File: src/rtl/mem_ctrl_if.sv
// rtl/mem_ctrl_if.sv - pipeline request/response and byte-wide RAM port bundle for mem_ctrl
interface mem_ctrl_if #(
  parameter int ADDR_WIDTH = 32
);
  logic                  if_read;
  logic [ADDR_WIDTH-1:0] if_addr;
  logic                  if_cancel;
  logic                  if_ready;
  logic [31:0]           if_data;

  logic                  mem_read;
  logic                  mem_write;
  logic [ADDR_WIDTH-1:0] mem_addr;
  logic [1:0]            mem_len;
  logic [31:0]           mem_wdata;
  logic                  mem_ready;
  logic [31:0]           mem_rdata;

  logic [ADDR_WIDTH-1:0] ram_addr;
  logic                  ram_wr;
  logic [7:0]            ram_dout;
  logic [7:0]            ram_din;

  modport slave (
    input  if_read, if_addr, if_cancel,
    input  mem_read, mem_write, mem_addr, mem_len, mem_wdata,
    input  ram_din,
    output if_ready, if_data, mem_ready, mem_rdata,
    output ram_addr, ram_wr, ram_dout
  );

  modport master (
    output if_read, if_addr, if_cancel,
    output mem_read, mem_write, mem_addr, mem_len, mem_wdata,
    output ram_din,
    input  if_ready, if_data, mem_ready, mem_rdata,
    input  ram_addr, ram_wr, ram_dout
  );
endinterface

File: src/rtl/mem_ctrl.sv
// rtl/mem_ctrl.sv - arbitrates IF fetches and MEM loads/stores onto one byte-wide RAM port
// Each access is split into little-endian byte transactions; outputs are all registered.
module mem_ctrl #(
  parameter int ADDR_WIDTH = 32
) (
  input  logic        clk,
  input  logic        reset,
  mem_ctrl_if.slave   bus
);

  typedef enum logic [1:0] {IDLE, READ, WRITE, DONE} state_t;

  state_t                state_q, state_d;
  logic [ADDR_WIDTH-1:0] base_q, base_d;
  logic [1:0]            cnt_q, cnt_d;
  logic [1:0]            last_q, last_d;
  logic                  is_if_q, is_if_d;
  logic [31:0]           asm_q, asm_d;
  logic [31:0]           wdata_q, wdata_d;
  logic [ADDR_WIDTH-1:0] ram_addr_q, ram_addr_d;
  logic                  ram_wr_q, ram_wr_d;
  logic [7:0]            ram_dout_q, ram_dout_d;
  logic                  if_ready_q, if_ready_d;
  logic [31:0]           if_data_q, if_data_d;
  logic                  mem_ready_q, mem_ready_d;
  logic [31:0]           mem_rdata_q, mem_rdata_d;

  logic [1:0]            nxt;
  logic [31:0]           asm_next;

  always_ff @(posedge clk or negedge reset) begin
    if (!reset) begin
      state_q     <= IDLE;
      base_q      <= '0;
      cnt_q       <= '0;
      last_q      <= '0;
      is_if_q     <= 1'b0;
      asm_q       <= '0;
      wdata_q     <= '0;
      ram_addr_q  <= '0;
      ram_wr_q    <= 1'b0;
      ram_dout_q  <= '0;
      if_ready_q  <= 1'b0;
      if_data_q   <= '0;
      mem_ready_q <= 1'b0;
      mem_rdata_q <= '0;
    end else begin
      state_q     <= state_d;
      base_q      <= base_d;
      cnt_q       <= cnt_d;
      last_q      <= last_d;
      is_if_q     <= is_if_d;
      asm_q       <= asm_d;
      wdata_q     <= wdata_d;
      ram_addr_q  <= ram_addr_d;
      ram_wr_q    <= ram_wr_d;
      ram_dout_q  <= ram_dout_d;
      if_ready_q  <= if_ready_d;
      if_data_q   <= if_data_d;
      mem_ready_q <= mem_ready_d;
      mem_rdata_q <= mem_rdata_d;
    end
  end

  always_comb begin
    state_d     = state_q;
    base_d      = base_q;
    cnt_d       = cnt_q;
    last_d      = last_q;
    is_if_d     = is_if_q;
    asm_d       = asm_q;
    wdata_d     = wdata_q;
    ram_addr_d  = ram_addr_q;
    ram_wr_d    = 1'b0;
    ram_dout_d  = ram_dout_q;
    if_ready_d  = 1'b0;
    if_data_d   = if_data_q;
    mem_ready_d = 1'b0;
    mem_rdata_d = mem_rdata_q;

    nxt      = cnt_q + 2'd1;
    asm_next = asm_q;
    asm_next[{cnt_q, 3'b000} +: 8] = bus.ram_din;

    case (state_q)
      IDLE: begin
        // MEM outranks IF, and a store outranks a load
        if (bus.mem_write) begin
          state_d    = WRITE;
          base_d     = bus.mem_addr;
          last_d     = bus.mem_len;
          cnt_d      = 2'd0;
          is_if_d    = 1'b0;
          wdata_d    = bus.mem_wdata;
          ram_addr_d = bus.mem_addr;
          ram_wr_d   = 1'b1;
          ram_dout_d = bus.mem_wdata[7:0];
        end else if (bus.mem_read) begin
          state_d    = READ;
          base_d     = bus.mem_addr;
          last_d     = bus.mem_len;
          cnt_d      = 2'd0;
          is_if_d    = 1'b0;
          asm_d      = '0;
          ram_addr_d = bus.mem_addr;
        end else if (bus.if_read && !bus.if_cancel) begin
          state_d    = READ;
          base_d     = bus.if_addr;
          last_d     = 2'd3;
          cnt_d      = 2'd0;
          is_if_d    = 1'b1;
          asm_d      = '0;
          ram_addr_d = bus.if_addr;
        end
      end

      READ: begin
        // ram_din at this edge belongs to the address presented one cycle earlier
        if (is_if_q && bus.if_cancel) begin
          state_d = IDLE;
        end else if (cnt_q == last_q) begin
          state_d = DONE;
          asm_d   = asm_next;
          if (is_if_q) begin
            if_data_d  = asm_next;
            if_ready_d = 1'b1;
          end else begin
            mem_rdata_d = asm_next;
            mem_ready_d = 1'b1;
          end
        end else begin
          asm_d      = asm_next;
          cnt_d      = nxt;
          ram_addr_d = base_q + ADDR_WIDTH'(nxt);
        end
      end

      WRITE: begin
        if (cnt_q == last_q) begin
          state_d     = DONE;
          mem_ready_d = 1'b1;
        end else begin
          cnt_d      = nxt;
          ram_wr_d   = 1'b1;
          ram_addr_d = base_q + ADDR_WIDTH'(nxt);
          ram_dout_d = wdata_q[{nxt, 3'b000} +: 8];
        end
      end

      DONE: begin
        state_d = IDLE;
      end

      default: begin
        state_d = IDLE;
      end
    endcase
  end

  assign bus.ram_addr  = ram_addr_q;
  assign bus.ram_wr    = ram_wr_q;
  assign bus.ram_dout  = ram_dout_q;
  assign bus.if_ready  = if_ready_q;
  assign bus.if_data   = if_data_q;
  assign bus.mem_ready = mem_ready_q;
  assign bus.mem_rdata = mem_rdata_q;

endmodule

File: src/flat_wrapper.sv
// flat-port wrapper written by rule: the top's interface ports become plain ports
module mem_ctrl_flat 
#(
  parameter int ADDR_WIDTH = 32
)
  (clk, reset, bus_if_read, bus_if_addr, bus_if_cancel, bus_mem_read, bus_mem_write, bus_mem_addr, bus_mem_len, bus_mem_wdata, bus_ram_din, bus_if_ready, bus_if_data, bus_mem_ready, bus_mem_rdata, bus_ram_addr, bus_ram_wr, bus_ram_dout);
  mem_ctrl_if #(.ADDR_WIDTH(ADDR_WIDTH)) bus_i ();
  input  logic clk;
  input  logic reset;
  input wire logic [$bits(bus_i.if_read)-1:0] bus_if_read;
  input wire logic [$bits(bus_i.if_addr)-1:0] bus_if_addr;
  input wire logic [$bits(bus_i.if_cancel)-1:0] bus_if_cancel;
  input wire logic [$bits(bus_i.mem_read)-1:0] bus_mem_read;
  input wire logic [$bits(bus_i.mem_write)-1:0] bus_mem_write;
  input wire logic [$bits(bus_i.mem_addr)-1:0] bus_mem_addr;
  input wire logic [$bits(bus_i.mem_len)-1:0] bus_mem_len;
  input wire logic [$bits(bus_i.mem_wdata)-1:0] bus_mem_wdata;
  input wire logic [$bits(bus_i.ram_din)-1:0] bus_ram_din;
  output wire logic [$bits(bus_i.if_ready)-1:0] bus_if_ready;
  output wire logic [$bits(bus_i.if_data)-1:0] bus_if_data;
  output wire logic [$bits(bus_i.mem_ready)-1:0] bus_mem_ready;
  output wire logic [$bits(bus_i.mem_rdata)-1:0] bus_mem_rdata;
  output wire logic [$bits(bus_i.ram_addr)-1:0] bus_ram_addr;
  output wire logic [$bits(bus_i.ram_wr)-1:0] bus_ram_wr;
  output wire logic [$bits(bus_i.ram_dout)-1:0] bus_ram_dout;
  assign bus_i.if_read = bus_if_read;
  assign bus_i.if_addr = bus_if_addr;
  assign bus_i.if_cancel = bus_if_cancel;
  assign bus_i.mem_read = bus_mem_read;
  assign bus_i.mem_write = bus_mem_write;
  assign bus_i.mem_addr = bus_mem_addr;
  assign bus_i.mem_len = bus_mem_len;
  assign bus_i.mem_wdata = bus_mem_wdata;
  assign bus_i.ram_din = bus_ram_din;
  assign bus_if_ready = bus_i.if_ready;
  assign bus_if_data = bus_i.if_data;
  assign bus_mem_ready = bus_i.mem_ready;
  assign bus_mem_rdata = bus_i.mem_rdata;
  assign bus_ram_addr = bus_i.ram_addr;
  assign bus_ram_wr = bus_i.ram_wr;
  assign bus_ram_dout = bus_i.ram_dout;
  mem_ctrl #(.ADDR_WIDTH(ADDR_WIDTH)) u_core (.clk(clk), .reset(reset), .bus(bus_i));
endmodule
File: config.mk
export PLATFORM = sky130hd
export DESIGN_NAME = mem_ctrl_flat
export DESIGN_NICKNAME = d
export VERILOG_FILES = /design/src/rtl/mem_ctrl_if.sv /design/src/rtl/mem_ctrl.sv /design/src/flat_wrapper.sv
export SDC_FILE = /design/constraint.sdc
export NUM_CORES = 1
export LEC_CHECK = 0
export CELL_PAD_IN_SITES_DETAIL_PLACEMENT = 0
export CELL_PAD_IN_SITES_GLOBAL_PLACEMENT = 1
export CORE_MARGIN = 8
export CORE_UTILIZATION = 39
export DETAILED_ROUTE_END_ITERATION = 16
export PLACE_DENSITY_LB_ADDON = 0.1
export SLEW_MARGIN = 10
export SYNTH_ARGS = -nofsm -noshare
export SYNTH_HDL_FRONTEND = slang
export SYNTH_SLANG_ARGS = --single-unit
File: constraint.sdc
create_clock -name clk -period 3.1 [get_ports clk]
set_input_delay 0.93 -clock clk [delete_from_list [all_inputs] [get_ports clk]]
set_output_delay 0.93 -clock clk [all_outputs]
set_load 0.01 [all_outputs]
==> results of run 1 <==
-- kinds of logic after synthesis --
logic type | Yosys count
adder cells (fa/ha/maj) | 12
flip-flops | 210
multiplexers | 83
XOR/XNOR | 21
AO/OA/AOI/OAI | 256
buffers and inverters | 71
AND/OR/NAND/NOR | 288
-- cell usage after synthesis (all sizes together), types with 3 or more instances --
library cell  count  area (um^2)
and4              4         35.0
nor2b            35          219
o221ai            4         35.0
mux4              8          180
mux2             36          405
nor3              6         35.0
a21o              9         67.6
nand2           122          458
xnor2            11         96.3
or4               5         41.3
nor4              4         31.3
and3b             3         26.3
or3               3         18.8
a21oi            94          470
nor2             61          229
inv              10         37.5
buf              25          116
a22o             40          350
o21ai            85          425
mux2i            39          390
dfrtp           210         5260
and3              3         18.8
xor2             10         87.6
nand4            12         81.3
clkbuf           35          131
nand3            16         80.1
ha               11          138
o31ai             8         60.1
nor3b             4         35.0
-- routing by layer --
layer	GRT usage, %	share of wire, %
met1	23.1	45
met2	28.2	46
met3	4.95	6.4
met4	4.03	2.2
met5	0	0.16
-- registers in the layout, indices dropped and copies added, names as in the netlist --
name,flops
u_core.state_q,2
u_core.last_q,2
u_core.base_q,32
u_core.bus.mem_ready,1
u_core.bus.ram_addr,32
u_core.bus.ram_dout,8
u_core.cnt_q,2
u_core.bus.ram_wr,1
u_core.asm_q,32
u_core.bus.mem_rdata,32
u_core.bus.if_ready,1
u_core.bus.if_data,32
u_core.wdata_q,32
u_core.is_if_q,1
-- power by group through the flow --
stage	logic [mW]	registers [mW]	clock network, mW
finish	6.16	4.73	3.00
global route	6.82	4.91	3.21
CTS	6.29	4.75	3.09
detailed placement	6.28	4.78	0
global placement	6.17	4.76	0
floorplan	3.28	4.92	0
-- final cells by class --
cell class / instances / area [um^2]
Clock buffer: 37 / 729
Clock inverter: 7 / 121
Fill cell: 2231 / 11600
Inverter: 11 / 41.3
Multi-Input combinational cell: 660 / 4270
Sequential cell: 210 / 5260
Tap cell: 330 / 413
Timing Repair Buffer: 248 / 2490
-- worst max-delay path by stage --
stage / startpoint / end / slack (ns) / cells past startpoint
global placement: bus_mem_write / u_core.bus.ram_addr[4] / 0.17 / 6
detailed placement: bus_mem_write / u_core.bus.ram_addr[4] / 0.1 / 6
finish: u_core.cnt_q[1] / u_core.bus.ram_addr[24] / 0.53 / 6
global route: u_core.cnt_q[1] / u_core.bus.ram_addr[24] / 0.34 / 6
floorplan: u_core.cnt_q[0] / u_core.bus.ram_addr[19] / 0.62 / 8
CTS: u_core.cnt_q[1] / u_core.bus.ram_addr[24] / 0.49 / 6
-- metrics by stage --
stage               util [%]  power (mW)  hold WS (ns)  std cells  worst slack (ns)
global route            53.5        14.9         0.355       1503             0.343
floorplan                  -        8.21         0.454        941             0.623
detailed placement      50.1        11.1         0.470       1459            0.0994
CTS                     53.5        14.1         0.345       1503             0.486
global placement        50.1        10.9         0.460       1459             0.173
finish                  53.5        13.9         0.341       1503             0.532
-- worst reg2reg max path: stages (launching register included) --
cell and delay [ns]:
dfrtp_1 0.48, inv_1 0.12, ha_1 0.39, fa_1 0.38, nand4_2 0.29, or4_1 0.54
a32o_1 0.25
==> key figures, run 1 <==
Place
  – Gp weighted congestion: 0.790
  – Area after DPL: 12500 um^2
  – HPWL after detailed placement: 19300 um
  – Number of port buffers: 218

CTS
  – Later-pin clock latency in the skew report: 0.52 ns
  – CTS sink cnt: 210
  – CTS clock-pin slew for the worst setup and hold paths: 0.06 ns
  – Post-cts hold buffer count: 0
  – Max Root-Sink Buffers: 3
  – H-tree levels: 1
  – Total CTS buffers: 24
  – CTS tree: done
  – Setup bufs post-CTS: 0
  – CTS resizes: 0
  – Clk root buf: clkbuf_16

Timing
  – Fin. Hold Viols: 0
  – Fmax: 389 MHz
  – RSZ-0062 raised after global routing: no
  – Post-Route Skew: 0.00864 ns
  – Setup TNS Final: 0 ns
  – Pins Over Slew Limit: 0
  – Worst-margin pin slew: 0.767 ns
  – Setup violators final: 0
  – Slew HR: 48.7%
  – Post-route minimum period: 2.57 ns
  – Final period util: 82.9%

Routing
  – Routed length per instance: 18.0 um
  – DRC errors left: 0
  – Antenna-violating nets left: 0
  – Via density: 5.15
  – TritonRoute pass-1 iters: 7
  – Via count: 7745
  – Final wirelength: 27000 um
  – DR iter-0 viols: 451

Die
  – Placeable Area: 24900 um^2
  – Initial core utilization: 39.4%
  – Row count: 58
  – Die boundary height: 174 um
  – I/O Pins: 219
  – Chip Width: 174 um
  – DIE AREA: 30400 um^2

Setup path
  – WP data arrival: 2.97 ns
  – CP delay by family, top: simple AND/OR/NAND/NOR gates
  – Worst-path cell chain: inv_1, ha_1, fa_1, nand4_2, or4_1, a32o_1
  – CP Class: flip-flop to flip-flop
  – CP max-delay cell: or4_1
  – CP Max Fanout: 9
  – Reg2reg start: u_core.cnt_q[1]
  – R2R Path End: u_core.bus.ram_addr[24]
  – Setup crit start kind: flip-flop
  – Worst Setup End Kind: flip-flop
  – Critical Path RT: 3.50 ns
  – CP max stage delay: 0.54 ns
  – Critical path buffers and inverters: 1
  – Reg2reg path depth: 6
  – Reg-to-reg setup timing slack: 0.53 ns

Pwr
  – Net Sw Frac: 36.2%
  – Worst VDD drop: 0.000468 V
  – Comb pwr share: 44.3%
  – Sequential share of power: 34.0%
  – Internal: 8.87 mW
  – Clk network pwr share: 21.6%
  – Pwr Density: 1040 nW/um^2
  – P_sw: 5.03 mW
  – Leakage Power: 5.82 nW

Finish
  – Most frequent cells in the layout: clkdlybuf4s50_1, dfrtp_1, nand2_1
  – Final net count: 1279
  – Area Growth Syn to Fin: 36.0%
  – Cell area after layout: 13300 um^2
  – # diodes: 0
  – Most common cell after layout, fill and taps aside: clkdlybuf4s50_1
  – Layout cell share with drive strength beyond 1: 10.8%

Yosys
  – XOR/XNOR Fraction of Synth Area: 1.88%
  – Asr flop ratio synth: 100%
  – Seq cells post-synth: 210
  – Syn_area_per_cell: 10.4 um^2
  – Mapped Cells: 941
  – Post-synthesis adder-cell area fraction: 1.61%
  – Largest family of logic cells by synthesized area: compound AO/OA/AOI/OAI gates
  – Sequential fraction of the synthesis area: 53.6%
  – Main synth FF type: dfrtp_1
  – Compound-cell area share of the yosys netlist: 15.7%
  – Synth unique cells: 60
  – Post-Syn Nets: 1065
  – Post-synthesis mux area share: 9.96%
  – Netlist Area Pre-Place: 9800 um^2
  – Synth warn: 0
  – Post-synth EDFFs: 0
  – Simple-Gate Fraction of Synth Area: 14.2%

Flow run
  – MaxCap Viol Count: 0

GRT
  – Initial antenna violation count: 4
  – Largest net degree at the start of global routing: 65
  – First-pass GRT wire length: 43800 um
  – Gr usage total: 17.5%
  – Vias in the first global route: 7825
  – GR Overflow Total: 0

Status
  – Status: finished clean

Hold path
  – Type of the worst min-delay path: input pin to async pin
(Power assumes the default switching activity.)
==> run 2, diff against run 1 <==
--- a/config.mk
+++ b/config.mk
@@ -8,7 +8,7 @@
 export CELL_PAD_IN_SITES_DETAIL_PLACEMENT = 0
 export CELL_PAD_IN_SITES_GLOBAL_PLACEMENT = 1
 export CORE_MARGIN = 8
-export CORE_UTILIZATION = 39
+export CORE_UTILIZATION = 35
 export DETAILED_ROUTE_END_ITERATION = 16
 export PLACE_DENSITY_LB_ADDON = 0.1
 export SLEW_MARGIN = 10
==> constraint.sdc (replaced) <==
create_clock -name clk -period 2.25 [get_ports clk]
set_input_delay 0.675 -clock clk [delete_from_list [all_inputs] [get_ports clk]]
set_output_delay 0.675 -clock clk [all_outputs]
set_load 0.01 [all_outputs]
==> key figures, run 2 (same netlist as run 1, synthesis figures left out) <==
Timing
  – Post-route minimum period: 2.18 ns
  – Worst-margin pin slew: 0.497 ns (-0.270 ns)
  – Final period util: 96.7%
  – Pins Over Slew Limit: 0 (unchanged)
  – Fin. Hold Viols: 0 (unchanged)
  – Setup violators final: 0 (unchanged)
  – Slew HR: 66.7% (+18 points)
  – Setup TNS Final: 0 ns (unchanged)
  – Post-Route Skew: 0.0180 ns (+0.00935 ns)
  – RSZ-0062 raised after global routing: no
  – Fmax: 459 MHz
  – Final hold slack: 0.0646 ns (-0.276 ns)

Setup path
  – Worst-path cell chain: clkdlybuf4s50_1
  – CP Max Fanout: 2 (-7)
  – Critical path buffers and inverters: 1 (unchanged)
  – Worst Setup End Kind: output port
  – CP max stage delay: 0.58 ns (+0.04 ns)
  – CP Class: flip-flop to output port
  – WP data arrival: 1.50 ns (-1.47 ns)
  – Reg2reg path depth: 8 (+2)
  – Reg2reg start: u_core.cnt_q[0]
  – Reg-to-reg setup timing slack: 0.08 ns (-0.45 ns)
  – Critical Path RT: 1.57 ns (-1.93 ns)
  – Setup crit start kind: flip-flop
  – CP delay by family, top: buffers and inverters
  – CP max-delay cell: clkdlybuf4s50_1
  – R2R Path End: u_core.bus.ram_addr[25]

Pwr
  – Clk network pwr share: 20.3% (-1.3 points)
  – Internal: 12.5 mW (+40%)
  – Net Sw Frac: 36.2% (+0.044 points)
  – P_sw: 7.08 mW (+41%)
  – Pwr Density: 1410 nW/um^2 (+35%)
  – Comb pwr share: 46.4% (+2.1 points)
  – Leakage Power: 6.07 nW (+4.2%)
  – Power consumption: 19.5 mW (+41%)
  – Worst VDD drop: 0.000587 V (+25%)
  – Sequential share of power: 33.3% (-0.7 points)

Hold path
  – Type of the worst min-delay path: input pin to async pin

GRT
  – Largest net degree at the start of global routing: 65 (unchanged)
  – GR Overflow Total: 0 (unchanged)
  – Initial antenna violation count: 2 (-2)
  – Gr usage total: 16.4% (-1.2 points)
  – First-pass GRT wire length: 44600 um (+1.9%)
  – Vias in the first global route: 7920 (+1.2%)

Place
  – Area after DPL: 13000 um^2 (+4.3%)
  – HPWL after detailed placement: 20400 um (+6.0%)
  – Gp weighted congestion: 0.771 (-2.5%)
  – Number of port buffers: 218 (unchanged)

Die
  – Chip Width: 183 um (+5.0%)
  – Placeable Area: 27700 um^2 (+11%)
  – I/O Pins: 219 (unchanged)
  – Initial core utilization: 35.4% (-4.0 points)
  – Row count: 61 (+5.2%)
  – DIE AREA: 33600 um^2 (+10%)
  – Die boundary height: 183 um (+5.0%)

Routing
  – Via density: 4.82 (-6.4%)
  – Routed length per instance: 17.5 um (-2.6%)
  – DRC errors left: 0 (unchanged)
  – Final wirelength: 28000 um (+3.7%)
  – Antenna-violating nets left: 0 (unchanged)
  – DR iter-0 viols: 442 (-2.0%)
  – Via count: 7712 (-0.43%)
  – TritonRoute pass-1 iters: 5 (-2)

Finish
  – Most common cell after layout, fill and taps aside: clkdlybuf4s50_1
  – Cell area after layout: 13800 um^2 (+3.8%)
  – Most frequent cells in the layout: clkdlybuf4s50_1, dfrtp_1, nand2_1
  – Layout cell share with drive strength beyond 1: 14.7% (+3.8 points)
  – Area Growth Syn to Fin: 41.2%
  – Final net count: 1330 (+4.0%)
  – FILL cells: 2588 (+16%)
  – Register area: 5260 um^2 (unchanged)
  – Multi-input logic area: 4330 um^2 (+1.3%)
  – # diodes: 0 (unchanged)

CTS
  – Clk root buf: clkbuf_16
  – Later-pin clock latency in the skew report: 0.52 ns (about the same)
  – Max Root-Sink Buffers: 3 (unchanged)
  – CTS tree: done
  – CTS clock-pin slew for the worst setup and hold paths: 0.06 ns (about the same)
  – CTS sink cnt: 210 (unchanged)
  – Total CTS buffers: 25 (+4.2%)
  – Post-cts hold buffer count: 0 (unchanged)
  – H-tree levels: 1 (unchanged)

Flow run
  – MaxCap Viol Count: 0 (unchanged)

Status
  – Status: finished clean
==> run 2: cell type report <==
| cell class | count | share of cell area (%) |
|---|---|---|
| clock buffers | 38 | 5.24 |
| clock inverters | 4 | 0.507 |
| inverters | 11 | 0.299 |
| multi-input cells | 660 | 31.3 |
| flip-flops and latches | 210 | 38.0 |
| well taps | 378 | 3.42 |
| repair buffers | 298 | 21.2 |
==> run 2: what timing repair did <==
item                                    CTS  global route
gates resized for setup                   1             6
pin swaps                                 1             1
buffers inserted                          1             0
hold endpoints to repair                  0             0
endpoints found under the setup margin    4             9
==> run 2: worst max-delay path by stage <==
stage / cells past startpoint / end / from
floorplan: 7 / u_core.bus.ram_addr[24] / u_core.cnt_q[0]
global route: 8 / u_core.bus.ram_addr[25] / u_core.cnt_q[0]
global placement: 7 / u_core.bus.ram_addr[19] / bus_if_read
detailed placement: 7 / u_core.bus.ram_addr[21] / bus_if_read
finish: 1 / bus_ram_addr[14] / u_core.bus.ram_addr[14]
CTS: 8 / u_core.bus.ram_addr[15] / u_core.cnt_q[0]
==> run 2: power by group through the flow <==
| stage | registers, mW | clock network, mW | logic (mW) |
|---|---|---|---|
| after global routing | 6.72 | 4.23 | 10.0 |
| final | 6.50 | 3.97 | 9.06 |
| after global placement | 6.55 | 0 | 9.01 |
| after floorplan | 6.78 | 0 | 4.61 |
| after CTS | 6.53 | 4.09 | 9.20 |
| after detailed placement | 6.57 | 0 | 9.16 |
==> run 2: layer usage <==
metal  up-vias  GRT usage (%)  part of all wire, %
li1       3860              -                    -
met1      3633           21.7                   46
met2       182           27.2                   47
met3        33           3.48                  5.4
met4         4           3.35                  1.5
met5         -              0                0.089
==> run 2: stage by stage <==
stage	setup slack [ns]	std cells	util, %
6_report	0.0736	1599	49.9
5_1_grt	0.00318	1599	49.9
4_1_cts	0.00246	1599	49.8
3_5_place_dp	-0.318	1556	46.9
3_3_place_gp	-0.316	1556	46.9
2_1_floorplan	0.00574	941	-
==> run 3, diff against run 2 <==
--- a/config.mk
+++ b/config.mk
@@ -11,7 +11,7 @@
 export CORE_UTILIZATION = 35
 export DETAILED_ROUTE_END_ITERATION = 16
 export PLACE_DENSITY_LB_ADDON = 0.1
-export SLEW_MARGIN = 10
+export SLEW_MARGIN = 20
 export SYNTH_ARGS = -nofsm -noshare
 export SYNTH_HDL_FRONTEND = slang
 export SYNTH_SLANG_ARGS = --single-unit
==> results of run 3 <==
No change in the layout: final DEF, timing and power equal those of run 2.
